$ cat config.mk
export PLATFORM = sky130hd
export DESIGN_NAME = mdu_iterative_flat
export DESIGN_NICKNAME = d
export VERILOG_FILES = /design/src/rtl/mdu_iterative_if.sv /design/src/rtl/mdu_iterative.sv /design/src/flat_wrapper.sv
export SDC_FILE = /design/constraint.sdc
export NUM_CORES = 1
export LEC_CHECK = 0
export CAP_MARGIN = 0
export CORE_MARGIN = 2
export CORE_UTILIZATION = 55
export DETAILED_ROUTE_END_ITERATION = 10
export GPL_TIMING_DRIVEN = 0
export PLACE_DENSITY = 0.77
export SYNTH_ARGS = -nofsm -noshare
export SYNTH_HDL_FRONTEND = slang
export SYNTH_SLANG_ARGS = --single-unit
$ cat constraint.sdc
create_clock -name CLK -period 3.2 [get_ports CLK]
set_input_delay 0.32 -clock CLK [delete_from_list [all_inputs] [get_ports CLK]]
set_output_delay 0.32 -clock CLK [all_outputs]
set_load 0.01 [all_outputs]
$ cat src/rtl/mdu_iterative_if.sv
// rtl/mdu_iterative_if.sv - request/response bundle between execute-stage control and the MDU
// master drives the operation request, slave returns the result handshake.
interface mdu_iterative_if #(
  parameter int XLEN = 32
);
  logic            START;
  logic [2:0]      FUNCT3;
  logic [XLEN-1:0] OP_A;
  logic [XLEN-1:0] OP_B;
  logic [XLEN-1:0] RESULT;
  logic            BUSY;
  logic            DONE;

  modport master (
    output START, FUNCT3, OP_A, OP_B,
    input  RESULT, BUSY, DONE
  );

  modport slave (
    input  START, FUNCT3, OP_A, OP_B,
    output RESULT, BUSY, DONE
  );
endinterface

$ cat src/rtl/mdu_iterative.sv
// rtl/mdu_iterative.sv - iterative RV32M multiply/divide unit, one bit per clock
// Magnitudes are iterated unsigned; sign correction and output select happen in FIX.
module mdu_iterative #(
  parameter int XLEN = 32,
  parameter int ITER = 32
) (
  input  logic              CLK,
  input  logic              RST,
  mdu_iterative_if.slave    bus
);

  localparam int CW = $clog2(ITER + 1);

  typedef enum logic [1:0] {S_IDLE, S_CALC, S_FIX} state_e;
  typedef enum logic [1:0] {SP_NONE, SP_DIVZ, SP_OVF} special_e;

  state_e            state_q;
  special_e          special_q;
  logic [2:0]        funct3_q;
  logic [XLEN-1:0]   op_a_q;
  logic [XLEN-1:0]   mag_a_q;
  logic [XLEN-1:0]   mag_b_q;
  logic              neg_q;
  logic [CW-1:0]     count_q;
  logic [2*XLEN-1:0] prod_q;
  logic [XLEN-1:0]   rem_q;
  logic [XLEN-1:0]   quo_q;
  logic [XLEN-1:0]   result_q;
  logic              busy_q;
  logic              done_q;

  // request decode, only meaningful in IDLE
  logic              signed_a_w;
  logic              signed_b_w;
  logic              sign_a_w;
  logic              sign_b_w;
  logic              neg_w;
  logic [XLEN-1:0]   abs_a_w;
  logic [XLEN-1:0]   abs_b_w;
  special_e          special_w;

  always_comb begin
    signed_a_w = 1'b0;
    signed_b_w = 1'b0;
    case (bus.FUNCT3)
      3'b000, 3'b001, 3'b100, 3'b110: begin
        signed_a_w = 1'b1;
        signed_b_w = 1'b1;
      end
      3'b010: signed_a_w = 1'b1;
      default: ;
    endcase
    sign_a_w = signed_a_w & bus.OP_A[XLEN-1];
    sign_b_w = signed_b_w & bus.OP_B[XLEN-1];
    abs_a_w  = sign_a_w ? (~bus.OP_A + 1'b1) : bus.OP_A;
    abs_b_w  = sign_b_w ? (~bus.OP_B + 1'b1) : bus.OP_B;
    // the remainder takes the dividend's sign; quotient and product take the xor
    if (bus.FUNCT3[2] && bus.FUNCT3[1]) begin
      neg_w = sign_a_w;
    end else begin
      neg_w = sign_a_w ^ sign_b_w;
    end
    special_w = SP_NONE;
    if (bus.FUNCT3[2] && (bus.OP_B == '0)) begin
      special_w = SP_DIVZ;
    end else if (bus.FUNCT3[2] && !bus.FUNCT3[0] &&
                 (bus.OP_A == {1'b1, {(XLEN-1){1'b0}}}) &&
                 (bus.OP_B == {XLEN{1'b1}})) begin
      special_w = SP_OVF;
    end
  end

  // one shift-add step: add multiplicand into the upper half, shift the product right
  logic [XLEN:0]     mul_sum_w;
  logic [2*XLEN-1:0] prod_next_w;

  assign mul_sum_w   = {1'b0, prod_q[2*XLEN-1:XLEN]} +
                       (prod_q[0] ? {1'b0, mag_a_q} : {(XLEN+1){1'b0}});
  assign prod_next_w = {mul_sum_w, prod_q[XLEN-1:1]};

  // one restoring step: the 33-bit partial remainder is compared against the divisor
  logic [XLEN:0]     div_shift_w;
  logic              div_ge_w;
  logic [XLEN-1:0]   div_sub_w;

  assign div_shift_w = {rem_q, quo_q[XLEN-1]};
  assign div_ge_w    = div_shift_w >= {1'b0, mag_b_q};
  assign div_sub_w   = div_shift_w[XLEN-1:0] - mag_b_q;

  // sign correction and output select
  logic [2*XLEN-1:0] prod_fix_w;
  logic [XLEN-1:0]   quo_fix_w;
  logic [XLEN-1:0]   rem_fix_w;
  logic [XLEN-1:0]   fix_result_w;

  always_comb begin
    prod_fix_w   = neg_q ? (~prod_q + 1'b1) : prod_q;
    quo_fix_w    = neg_q ? (~quo_q + 1'b1) : quo_q;
    rem_fix_w    = neg_q ? (~rem_q + 1'b1) : rem_q;
    fix_result_w = '0;
    case (special_q)
      SP_DIVZ: fix_result_w = funct3_q[1] ? op_a_q : {XLEN{1'b1}};
      SP_OVF:  fix_result_w = funct3_q[1] ? {XLEN{1'b0}} : {1'b1, {(XLEN-1){1'b0}}};
      default: begin
        if (funct3_q[2]) begin
          fix_result_w = funct3_q[1] ? rem_fix_w : quo_fix_w;
        end else if (funct3_q[1:0] == 2'b00) begin
          fix_result_w = prod_fix_w[XLEN-1:0];
        end else begin
          fix_result_w = prod_fix_w[2*XLEN-1:XLEN];
        end
      end
    endcase
  end

  always_ff @(posedge CLK) begin
    if (RST) begin
      state_q   <= S_IDLE;
      special_q <= SP_NONE;
      funct3_q  <= '0;
      op_a_q    <= '0;
      mag_a_q   <= '0;
      mag_b_q   <= '0;
      neg_q     <= 1'b0;
      count_q   <= '0;
      prod_q    <= '0;
      rem_q     <= '0;
      quo_q     <= '0;
      result_q  <= '0;
      busy_q    <= 1'b0;
      done_q    <= 1'b0;
    end else begin
      done_q <= 1'b0;
      case (state_q)
        S_IDLE: begin
          if (bus.START) begin
            funct3_q  <= bus.FUNCT3;
            op_a_q    <= bus.OP_A;
            mag_a_q   <= abs_a_w;
            mag_b_q   <= abs_b_w;
            neg_q     <= neg_w;
            special_q <= special_w;
            count_q   <= '0;
            prod_q    <= {{XLEN{1'b0}}, abs_b_w};
            rem_q     <= '0;
            quo_q     <= abs_a_w;
            busy_q    <= 1'b1;
            state_q   <= (special_w == SP_NONE) ? S_CALC : S_FIX;
          end
        end
        S_CALC: begin
          count_q <= count_q + 1'b1;
          if (funct3_q[2]) begin
            rem_q <= div_ge_w ? div_sub_w : div_shift_w[XLEN-1:0];
            quo_q <= {quo_q[XLEN-2:0], div_ge_w};
          end else begin
            prod_q <= prod_next_w;
          end
          if (count_q == CW'(ITER - 1)) begin
            state_q <= S_FIX;
          end
        end
        S_FIX: begin
          result_q <= fix_result_w;
          done_q   <= 1'b1;
          busy_q   <= 1'b0;
          state_q  <= S_IDLE;
        end
        default: state_q <= S_IDLE;
      endcase
    end
  end

  assign bus.RESULT = result_q;
  assign bus.BUSY   = busy_q;
  assign bus.DONE   = done_q;

endmodule

$ cat src/flat_wrapper.sv
// flat-port wrapper written by rule: the top's interface ports become plain ports
module mdu_iterative_flat 
#(
  parameter int XLEN = 32,
  parameter int ITER = 32
)
  (CLK, RST, bus_START, bus_FUNCT3, bus_OP_A, bus_OP_B, bus_RESULT, bus_BUSY, bus_DONE);
  mdu_iterative_if #(.XLEN(XLEN)) bus_i ();
  input  logic CLK;
  input  logic RST;
  input wire logic [$bits(bus_i.START)-1:0] bus_START;
  input wire logic [$bits(bus_i.FUNCT3)-1:0] bus_FUNCT3;
  input wire logic [$bits(bus_i.OP_A)-1:0] bus_OP_A;
  input wire logic [$bits(bus_i.OP_B)-1:0] bus_OP_B;
  output wire logic [$bits(bus_i.RESULT)-1:0] bus_RESULT;
  output wire logic [$bits(bus_i.BUSY)-1:0] bus_BUSY;
  output wire logic [$bits(bus_i.DONE)-1:0] bus_DONE;
  assign bus_i.START = bus_START;
  assign bus_i.FUNCT3 = bus_FUNCT3;
  assign bus_i.OP_A = bus_OP_A;
  assign bus_i.OP_B = bus_OP_B;
  assign bus_RESULT = bus_i.RESULT;
  assign bus_BUSY = bus_i.BUSY;
  assign bus_DONE = bus_i.DONE;
  mdu_iterative #(.XLEN(XLEN), .ITER(ITER)) u_core (.CLK(CLK), .RST(RST), .bus(bus_i));
endmodule
Yosys cells after proc, flatten, opt, wreduce, memory -nomap -nowiden
Index checks and enable logic that the tools add are counted.
- register bits after elaboration: 272
- output and inout bits: 34
- word-level logic and storage cells: 103
- add/subtract/negate cells: 8
- order comparisons: 1
- equal/unequal tests: 15
- mux-type cells: 36
- bitwise operators: 8
- reduce and logical (&&, ||, !) cells: 21
- operator list (operator ; count):
    $mux W32 ; 15
    $mux W64 ; 3
    $pmux W32 S2 ; 3
    $add A32 B1 Y32 const B ; 4
    $not A32 Y32 ; 4
    $pmux W64 S2 ; 1
    $add A64 B1 Y64 const B ; 1
    $eq A32 B32 Y1 const B ; 2
    $not A64 Y64 ; 1
    $add A32 B33 Y33 ; 1
    $ge A33 B32 Y1 ; 1
    $logic_not A32 Y1 ; 1
    $sub A32 B32 Y32 ; 1
    $pmux W6 S2 ; 1
    $mux W2 ; 5
    $reduce_and A2 Y1 ; 4
    $add A6 B1 Y6 const B ; 1
    $eq A3 B3 Y1 const B ; 2
    $eq A6 B5 Y1 const B ; 1
    $logic_not A2 Y1 ; 3
    $mux W6 ; 1
    $reduce_and A3 Y1 ; 2
    $logic_and A1 B1 Y1 ; 5
    $mux W1 ; 5
    15 further kinds ; 21

Longest topological paths before layout
- word-level depth: 10
- mapped depth: 16

Worst setup path after synthesis
Ideal clock, no wire load.
- path kind: register to register
- start point: reg u_core.prod_q[14]
- end point: reg u_core.result_q[31], in the netlist u_core.bus.RESULT[31]
- arrival time: 3389 ps
- data required time: 3085 ps
- slack: -303 ps
- stages on the path, launching flop included: 12
- buffers on the path: 2
- period minus slack after synthesis: 3503 ps
- cells stage by stage: dfxtp_1 -> or4_4 -> or4_4 -> or4_1 -> buf_2 -> or3_1 -> buf_2 -> or2_4 -> o31ai_2 -> xnor2_1 -> o21ai_1 -> a2111oi_0
- longest elaborated chain between the ends: 6
- RTL lines (element ; line ; RTL):
    start, declared ; mdu_iterative.sv:25 ; logic [2*XLEN-1:0] prod_q;
    start signal, assigned ; mdu_iterative.sv:144 ; prod_q <= {{XLEN{1'b0}}, abs_b_w};
    start signal, assigned ; mdu_iterative.sv:157 ; prod_q <= prod_next_w;
    $not A64 Y64 ; mdu_iterative.sv:97 ; prod_fix_w = neg_q ? (~prod_q + 1'b1) : prod_q;
    $add A64 B1 Y64 ; mdu_iterative.sv:97 ;
    $mux W64 ; mdu_iterative.sv:97 ;
    $mux W32 ; mdu_iterative.sv:107 ; end else if (funct3_q[1:0] == 2'b00) begin
    $mux W32 ; mdu_iterative.sv:105 ; if (funct3_q[2]) begin
    $pmux W32 S2 ; mdu_iterative.sv:101 ; case (special_q)
    end signal, assigned ; mdu_iterative.sv:164 ; result_q <= fix_result_w;
    end, declared ; mdu_iterative.sv:28 ; logic [XLEN-1:0] result_q;
No other way between the ends.
A chain may end at the register's enable or synchronous reset.

Worst setup path in the final report
- start point: reg u_core.prod_q[9]
- end point: reg u_core.result_q[30], in the netlist u_core.bus.RESULT[30]
Same word-level chain as after synthesis.

==> results.sh <==
export IMPL_outcome="finished with violations"
export IMPL_violations="setup timing"
export IMPL_hpwl_mm=62.04
export IMPL_grt_pass1_vias=19645
export IMPL_leakagePower_nw=9.000
export IMPL_drtPass1Iterations=6
export IMPL_cellPowerDensity_mw_per_mm2=478.6
export IMPL_postCtsHoldBufs=0
export IMPL_path_cells="or4_4, or4_4, or3_4, or3_4, or2_4, o31ai_4, xnor2_2, o211ai_1, a2111oi_4, a31o_2"
export IMPL_combPwrFrac_pct=28.5
export IMPL_p_clk_share_pct=36.5
export IMPL_synth_async_reset_ratio_pct=0
export IMPL_seqPwrFrac_pct=35.0
export IMPL_cp_max_fo=5
export IMPL_grt_antenna_before_repair=4
export IMPL_cp_buffers_inverters=0
export IMPL_slowest_delay_ns=0.56
export IMPL_slew_violations=0
export IMPL_ys_types=67
export IMPL_cts_htree_levels=2
export IMPL_finalWorstSetupSlack_ns=-0.5533
export IMPL_fin_nets=2850
export IMPL_cts_clk_slew_worst_paths_ns=0.06
export IMPL_synth_edf_count=0
export IMPL_power_internal_mw=7.193
export IMPL_clock_path_buffers=3
export IMPL_rsz0062_at_grt="yes"
export IMPL_wl_mm=82.51
export IMPL_swShare_pct=35.77
export IMPL_avgRoutedWirePerCell_um=25.94
export IMPL_port_buffers=102
export IMPL_num_rows=67
export IMPL_overflow=0
export IMPL_root_buffer="clkbuf_16"
export IMPL_slew_headroom_pct=31.72
export IMPL_cts_sinks=271
export IMPL_hold_class="in -> reg"
export IMPL_grt_pass1_wl_mm=120.0
export IMPL_finalClockSkew_ns=0.02964
export IMPL_ir_drop_mv=0.5537
export IMPL_min_period_ns=3.753
export IMPL_drive_above_1_share_pct=13.26
export IMPL_timing_hold_ws_ns=0.4244
export IMPL_instances_no_fill=3181
export IMPL_antenna_left=0
export IMPL_cp_end_kind="flop"
export IMPL_layout_common_cells="nor2_1, dfxtp_1, a21oi_1"
export IMPL_drc=0
export IMPL_setup_violations=27
export IMPL_cpMaxStageDelayCell="or4_4"
export IMPL_die_area_mm2=0.03552
export IMPL_chipWidth_um=188.5
export IMPL_yosysSeqAreaShare_pct=28.99
export IMPL_multi_input_area_mm2=0.01369
export IMPL_dp_cells=3070
export IMPL_ys_ff_latch=271
export IMPL_switching_power_mw=4.007
export IMPL_vias=21385
export IMPL_crit_required_ns=3.65
export IMPL_hold_violations=0
export IMPL_crit_family="simple AND/OR/NAND/NOR gates"
export IMPL_place_ws_ns=-1.355
export IMPL_grt_usage_pct=44.28
export IMPL_routed_via_density=6.723
export IMPL_startpoint_type="flop"
export IMPL_synth_area_per_cell_um2=7.430
export IMPL_drv_cap=0
export IMPL_syn_inst=2519
export IMPL_n_fill_cell=2817
export IMPL_dieHeight_um=188.5
export IMPL_synthFlopType="dfxtp_1"
export IMPL_yosys_warnings=0
export IMPL_period_share_pct=117.3
export IMPL_initial_core_util_pct=55.81
export IMPL_seq_area_mm2=0.005465
export IMPL_synthToLayoutAreaGrowth_pct=25.04
export IMPL_crit_type="reg -> reg"
export IMPL_drt_iter0_markers=2772
export IMPL_worstPathArrival_ns=4.21
export IMPL_cts_tree="yes"
export IMPL_clk_latency_ns=0.54
export IMPL_routabilityCongestion=1.137
export IMPL_syn_area_mm2=0.01872
export IMPL_timing_setup_tns_ns=-6.941
export IMPL_max_freq_mhz=266.4
export IMPL_worst_slew_pin_slew_ns=1.024
export IMPL_num_io_pins=104
export IMPL_fp_coreArea_mm2=0.03353
export IMPL_syn_nets=2664
export IMPL_grt_max_degree=15
export IMPL_final_common_cell="nor2_1"
export IMPL_numCtsBuffers=34
[tightest hold or removal path, cell delays in order]
cell and delay (ns):
clkbuf_1 0.24, nor2_1 0.20, a22o_1 0.14
[cells in the mapped netlist, types with 16 or more instances]
| cell | number | share of area, % |
|---|---|---|
| ha_1 | 73 | 4.9 |
| a22o_1 | 20 | 0.94 |
| or3_1 | 35 | 1.2 |
| a21oi_1 | 252 | 6.7 |
| and2_1 | 47 | 1.6 |
| a211oi_1 | 124 | 5.0 |
| nor2_1 | 338 | 6.8 |
| inv_1 | 68 | 1.4 |
| or4_1 | 18 | 0.72 |
| xor2_1 | 114 | 5.3 |
| o31ai_1 | 48 | 1.9 |
| a22oi_1 | 21 | 0.84 |
| xnor2_1 | 115 | 5.4 |
| a21o_1 | 41 | 1.6 |
| nand2_1 | 217 | 4.4 |
| o21ai_0 | 179 | 4.8 |
| nand4_1 | 26 | 0.87 |
| nor4_1 | 21 | 0.70 |
| clkbuf_1 | 160 | 3.2 |
| o41ai_1 | 23 | 1.1 |
| nand2b_1 | 18 | 0.60 |
| nand3_1 | 33 | 0.88 |
| dfxtp_1 | 271 | 29 |
| nor2b_1 | 16 | 0.53 |
| nor3_1 | 33 | 0.88 |
[power by group through the flow]
stage | logic, mW | clock network (mW) | registers [mW]
after floorplan | 1.73 | 0 | 3.87
after global placement | 2.67 | 0 | 3.96
after detailed placement | 2.72 | 0 | 3.97
after CTS | 2.91 | 4.06 | 3.89
after global routing | 3.34 | 4.18 | 3.93
final | 3.19 | 4.09 | 3.92
[final cells by class]
cell class	count	area share [%]
inverter	68	1.091
antenna	3	0.03208
sequential	271	23.35
timing repair buffer	164	6.630
buffer	161	2.957
clock inverter	17	0.7806
multi-input combinational	2005	58.52
clock buffer	44	4.240
tap	448	2.395
[layer usage]
layer / track usage (%) / routed length (um) / up-vias / share of wire (%)
li1: - / - / 9456 / -
met1: 59.44 / 32790 / 10133 / 40
met2: 66.66 / 34360 / 1508 / 42
met3: 12.61 / 10830 / 286 / 13
met4: 18.39 / 4513 / 2 / 5.5
met5: 0 / 13 / - / 0.016
[path summary, 6_finish.rpt]
path	start	endpoint	slack, ns	depth (start not counted)
worst max-delay path	u_core.prod_q[9]	u_core.bus.RESULT[30]	-0.55	10
worst min-delay path	RST	u_core.bus.RESULT[25]	0.42	3
worst max register to register	u_core.prod_q[9]	u_core.bus.RESULT[30]	-0.55	10
worst min register to register	u_core.mag_b_q[0]	u_core.mag_b_q[0]	0.46	2
[stage by stage]
step	total power [mW]	utilization [%]	cell area, um^2
floorplan	5.600	-	18780
global placement	6.633	60.72	20360
detailed placement	6.692	60.77	20380
CTS	10.86	67.43	22610
global route	11.46	69.77	23400
finish	11.20	69.79	23400
[sequential cells by signal (all words and copies together) (netlist names)]
signal	count
u_core.rem_q	32
u_core.mag_b_q	32
u_core.quo_q	32
u_core.mag_a_q	31
u_core.state_q	2
u_core.count_q	6
u_core.special_q	2
u_core.neg_q	1
u_core.bus.BUSY	1
u_core.funct3_q	3
u_core.bus.DONE	1
u_core.bus.RESULT	32
u_core.prod_q	64
u_core.op_a_q	32
[cell families (layout without fill, tap and decap cells)]
kind of cell | Yosys count | count (layout) | share of synthesized area [%]
xor gates and xnor gates | 229 | 229 | 10.72
adders and majority gates | 75 | 75 | 5.094
DFF | 271 | 271 | 28.99
other | 0 | 3 | 0
buffers and inverters | 243 | 454 | 4.900
AOI/OAI and AO/OA | 840 | 840 | 28.64
muxes | 13 | 13 | 0.7755
and+or+nand+nor | 848 | 848 | 20.89
[repair_timing]
item                                    in CTS  in global routing
gates resized for setup                    185                151
hold endpoints to repair                     0                  0
buffers inserted                            42                 22
endpoints found under the setup margin     120                144
gates cloned                                 0                  0
pin swaps                                   59                 79
Power figures use the tool's default switching activity.
